## config.mk

```make
export PLATFORM = sky130hd
export DESIGN_NAME = mem_port_arbiter
export DESIGN_NICKNAME = d
export VERILOG_FILES = /design/src/rtl/tsc_mem_pkg.sv /design/src/rtl/arb_latency_counter.sv /design/src/rtl/mem_port_arbiter.sv
export SDC_FILE = /design/constraint.sdc
export NUM_CORES = 1
export LEC_CHECK = 0
export ABC_AREA = 1
export BUFFER_PORTS_ARGS = -buffer_cell sky130_fd_sc_hd__buf_2
export CORE_AREA = 3 3 85 87
export CTS_BUF_LIST = sky130_fd_sc_hd__clkbuf_8
export CTS_CLUSTER_DIAMETER = 150
export CTS_CLUSTER_SIZE = 30
export DETAILED_ROUTE_END_ITERATION = 8
export DIE_AREA = 0 0 88 90
export PLACE_DENSITY = 0.92
export SYNTH_ARGS = -nofsm -noshare
export SYNTH_HDL_FRONTEND = slang
export SYNTH_SLANG_ARGS = --single-unit
```

## constraint.sdc

```tcl
create_clock -name clk -period 4.5 [get_ports clk]
set_input_delay 0.225 -clock clk [delete_from_list [all_inputs] [get_ports clk]]
set_output_delay 0.225 -clock clk [all_outputs]
set_load 0.01 [all_outputs]
```

## src/rtl/tsc_mem_pkg.sv

```systemverilog
// Shared types for the memory port arbiter.
// State, owner encoding and default sizes.
package tsc_mem_pkg;

  localparam int DEF_WORD_SIZE = 16;
  localparam int CNT_W = 4;

  typedef enum logic [1:0] {
    IDLE,
    ACCESS,
    RESP
  } state_e;

  typedef enum logic {
    OWN_I,
    OWN_D
  } owner_e;

endpackage

```

## src/rtl/arb_latency_counter.sv

```systemverilog
// Latency down-counter for the memory port arbiter.
// Loads a start value, counts down to zero, flags zero.
module arb_latency_counter
  import tsc_mem_pkg::*;
(
  input  logic             clk,
  input  logic             reset,
  input  logic             load,
  input  logic [CNT_W-1:0] load_val,
  input  logic             dec,
  output logic             zero
);

  logic [CNT_W-1:0] count;

  // Load wins over decrement; never wraps below zero.
  always_ff @(posedge clk or posedge reset) begin
    if (reset) begin
      count <= '0;
    end else if (load) begin
      count <= load_val;
    end else if (dec && (count != '0)) begin
      count <= count - 1'b1;
    end
  end

  assign zero = (count == '0);

endmodule

```

## src/rtl/mem_port_arbiter.sv

```systemverilog
// Arbitrates fetch and data requesters onto one memory port.
// Data has priority; fetch is forced in after a burst of data grants.
module mem_port_arbiter
  import tsc_mem_pkg::*;
#(
  parameter int WORD_SIZE    = DEF_WORD_SIZE,
  parameter int MEM_LATENCY  = 2,
  parameter int STARVE_LIMIT = 4
) (
  input  logic                 clk,
  input  logic                 reset,
  input  logic                 i_req,
  input  logic [WORD_SIZE-1:0] i_addr,
  output logic [WORD_SIZE-1:0] i_data,
  output logic                 i_ready,
  input  logic                 d_req,
  input  logic                 d_we,
  input  logic [WORD_SIZE-1:0] d_addr,
  input  logic [WORD_SIZE-1:0] d_wdata,
  output logic [WORD_SIZE-1:0] d_rdata,
  output logic                 d_ready,
  output logic                 mem_req,
  output logic                 mem_we,
  output logic [WORD_SIZE-1:0] mem_addr,
  output logic [WORD_SIZE-1:0] mem_wdata,
  input  logic [WORD_SIZE-1:0] mem_rdata,
  output logic                 busy
);

  localparam int SW = $clog2(STARVE_LIMIT + 1);
  localparam logic [SW-1:0] S_MAX = SW'(STARVE_LIMIT);
  localparam logic [CNT_W-1:0] LAT_LD = CNT_W'(MEM_LATENCY - 1);

  state_e        state;
  owner_e        owner;
  logic [SW-1:0] starve_cnt;
  logic          gnt_d;
  logic          gnt_i;
  logic          cnt_load;
  logic          cnt_dec;
  logic          cnt_zero;

  // Grant decision for the current IDLE cycle.
  always_comb begin
    gnt_d    = d_req && !(i_req && (starve_cnt == S_MAX));
    gnt_i    = i_req && !gnt_d;
    cnt_load = (state == IDLE) && (i_req || d_req);
    cnt_dec  = (state == ACCESS) && !cnt_zero;
  end

  arb_latency_counter u_lat (
    .clk      (clk),
    .reset    (reset),
    .load     (cnt_load),
    .load_val (LAT_LD),
    .dec      (cnt_dec),
    .zero     (cnt_zero)
  );

  // Arbitration FSM with registered outputs.
  always_ff @(posedge clk or posedge reset) begin
    if (reset) begin
      state      <= IDLE;
      owner      <= OWN_I;
      starve_cnt <= '0;
      mem_req    <= 1'b0;
      mem_we     <= 1'b0;
      mem_addr   <= '0;
      mem_wdata  <= '0;
      i_data     <= '0;
      d_rdata    <= '0;
      i_ready    <= 1'b0;
      d_ready    <= 1'b0;
      busy       <= 1'b0;
    end else begin
      i_ready <= 1'b0;
      d_ready <= 1'b0;
      unique case (state)
        IDLE: begin
          if (gnt_d) begin
            owner     <= OWN_D;
            mem_we    <= d_we;
            mem_addr  <= d_addr;
            mem_wdata <= d_wdata;
            mem_req   <= 1'b1;
            busy      <= 1'b1;
            state     <= ACCESS;
            if (!i_req) begin
              starve_cnt <= '0;
            end else if (starve_cnt != S_MAX) begin
              starve_cnt <= starve_cnt + 1'b1;
            end
          end else if (gnt_i) begin
            owner      <= OWN_I;
            mem_we     <= 1'b0;
            mem_addr   <= i_addr;
            mem_wdata  <= '0;
            mem_req    <= 1'b1;
            busy       <= 1'b1;
            state      <= ACCESS;
            starve_cnt <= '0;
          end else begin
            starve_cnt <= '0;
          end
        end
        ACCESS: begin
          if (cnt_zero) begin
            mem_req <= 1'b0;
            state   <= RESP;
            if (owner == OWN_I) begin
              i_data  <= mem_rdata;
              i_ready <= 1'b1;
            end else begin
              if (!mem_we) begin
                d_rdata <= mem_rdata;
              end
              d_ready <= 1'b1;
            end
          end
        end
        RESP: begin
          busy  <= 1'b0;
          state <= IDLE;
        end
        default: begin
          state <= IDLE;
        end
      endcase
    end
  end

endmodule

```

==> flow_summary.toml <==
[critical_path]
critPathCaptureType = "flop"
crit_type = "flop to flop"
required_ps = 4730
path_buf_inv = 2
critical_path_arrival_ps = 2650
path_max_fanout = 34
path_delay_family = "simple AND/OR/NAND/NOR gates"
r2r_slack_ps = 2080
slowest_delay_ps = 720
start_kind = "flop"
critPathSlowestCell = "nand2_1"
worstPathCellList = "inv_1 > ha_1 > nand3_1 > nand2_1 > inv_1 > nand3_1 > nand2_1"

[synthesis]
avgSynthCellArea_um2 = 8.54
yosys.cell_types.count = 24
syn_area_mm2 = 0.00347
ys_seq_area_share_pct = 57.0
postSynth.asyncResetShare_pct = 100
synth-main-ff-cell = "dfrtp_1"
synth_edf_count = 0
syn_inst = 406
yosysWarningCount = 0
ys_seq_elements = 79
syn-num-nets = 479

[die]
io_pins = 138
fp.dieH_um = 90
die_area_mm2 = 0.00792
coreArea_mm2 = 0.00642
die_w_um = 88
start_util_pct = 54.0
rows = 29

[sta]
relSlewSlack_pct = 34.7
tightest_slew_ps = 978
hold_viol = 0
rsz0062_at_grt = "false"
period_minus_slack_ps = 2420
max_freq_mhz = 413
finalSetupViolCount = 0
clock_skew_ps = 6.68
timing.final.crit_share_pct = 53.8
drv_slew = 0
final.setup.tns_ps = 0

[drt]
first_pass_iters = 5
drt.antenna.violating_nets = 0
vias = 3181
drc = 0
wl_per_cell_um = 13.0
vias_per_cell = 5.14
drt-total-wl_um = 8070
drtIter0Drc = 117

[clocking]
cts_setup_buffers = 0
cts_buffer_depth = 2
cts.sinks = 79
cts_tree = "done"
htreeDepth = 3
hold_buffers = 0
cts_buffers = 9
path_clk_slew_ps = 80
clock_latency_ps = 340
cts_repair_resize_count = 0
clockRootBuffer = "clkbuf_8"

[placement]
port_buffers = 137
hpwlAfterDp_um = 5750
finalWeightedCongestion = 0.820

[global_routing]
grt_max_degree = 80
antenna_found_initial = 0
grt-ovfl-total = 0
grt.total_usage_pct = 21.3
grt_pass1_wl_um = 13500
grt_pass1_vias = 2880

[power_and_ir_drop]
vdd_drop_max_mv = 0.388
p_per_area_mw_per_mm2 = 703
p_int_uw = 1790
p_sw_share_pct = 41.2
p_switching_uw = 1260
clkPwrFrac_pct = 16.9
p_leak_uw = 0.00253
finalPower_uw = 3050
p_comb_share_pct = 42.0
seq_power_share_pct = 41.1

[min_path]
hp-class = "primary input to flop"

[job]
maxCapViolations = 0

[layout]
drive_above_1_share_pct = 30.8
final_util_pct = 67.6
fill_cells = 524
final_common_cell = "nand2_1"
final_cell_mix = "nand2_1 (163), buf_2 (137), dfrtp_1 (79)"
diodes = 0
synthToLayoutAreaGrowth_pct = 25.3
nNetsFinal = 610

[status]
status = "finished, final reports clean"
-- area by class of cell --
class                      count  area (um^2)  share of cell area [%]
sequential                    79         1980                    45.5
multi-input combinational    279         1260                    29.0
timing repair buffer         139          701                    16.1
clock buffer                  10          138                    3.17
inverter                      29          110                    2.54
tap                           77         96.3                    2.22
clock inverter                 6         61.3                    1.41
-- power by group through the flow --
stage | Combinational (uW) | Clock, uW | Sequential, uW
after CTS | 1300 | 529 | 1250
after global routing | 1460 | 562 | 1300
after floorplan | 687 | 0 | 1390
final | 1280 | 516 | 1250
after global placement | 1250 | 0 | 1250
after detailed placement | 1300 | 0 | 1260
-- tightest hold or removal path, delay by kind of cell --
kind,cells,cell delay [ps]
AND/OR/NAND/NOR,2,120
buffers and inverters,1,80
-- layer usage --
metal | wire length [um] | vias up | share of wire, % | global-route usage (%)
li1 | - | 1535 | - | -
met1 | 3400 | 1464 | 42 | 29.5
met2 | 3720 | 171 | 46 | 32.5
met3 | 814 | 11 | 10 | 4.48
met4 | 133 | 0 | 1.6 | 8.70
met5 | 0 | - | 0 | 0
-- per-stage QoR --
step                      setup slack [ps]  instances  hold slack (ps)  instance area [um^2]
after CTS                             2080        619             92.6                  4340
after detailed placement              2110        603              453                  4140
after global routing                  1790        619             96.0                  4340
final                                 2080        619              105                  4340
after floorplan                       2250        406              366                  3470
after global placement                2160        603              448                  4140
-- path summary, 6_finish.rpt --
| kind | from | end | cells after the start |
|---|---|---|---|
| max | starve_cnt[0] | mem_wdata[4] | 7 |
| max reg2reg | starve_cnt[0] | mem_wdata[4] | 7 |
| min | d_wdata[15] | mem_wdata[15] | 3 |
| min reg2reg | i_data[14] | i_data[14] | 2 |
| min in group asynchronous | reset | i_data[4] | 3 |
| max in group asynchronous | reset | d_rdata[11] | 3 |
-- flip-flops by register name, summed over array words and instances (netlist names) --
register,count
mem_we,1
i_ready,1
d_rdata,16
mem_addr,16
u_lat.count,4
i_data,16
mem_wdata,16
mem_req,1
state,2
owner,1
d_ready,1
busy,1
starve_cnt,3
-- kinds of logic (layout without fill, tap and decap cells) --
| logic type | count (synthesis) | in the layout | share of synthesized area (%) |
|---|---|---|---|
| AOI/OAI and AO/OA | 22 | 22 | 3.28 |
| adders and majority gates | 4 | 4 | 1.44 |
| and+or+nand+nor | 252 | 252 | 31.1 |
| DFF | 79 | 79 | 57.0 |
| buffers and inverters | 48 | 184 | 6.86 |
| xor gates and xnor gates | 1 | 1 | 0.253 |
-- cells in the mapped netlist, types with 2 or more instances --
| master | instances | share of area (%) |
|---|---|---|
| ha_1 | 4 | 1.4 |
| clkbuf_1 | 2 | 0.22 |
| nor2_1 | 20 | 2.2 |
| nand3_1 | 54 | 7.8 |
| o21ai_0 | 7 | 1.0 |
| nand2_1 | 163 | 18 |
| nand2_4 | 2 | 0.65 |
| nand4_1 | 5 | 0.90 |
| buf_4 | 2 | 0.43 |
| o21ai_1 | 13 | 1.9 |
| nor2_2 | 2 | 0.36 |
| inv_2 | 2 | 0.22 |
| buf_2 | 10 | 1.4 |
| nand2_2 | 2 | 0.36 |
| dfrtp_1 | 79 | 57 |
| inv_1 | 27 | 2.9 |
| buf_6 | 5 | 1.6 |
(Power assumes the default switching activity.)
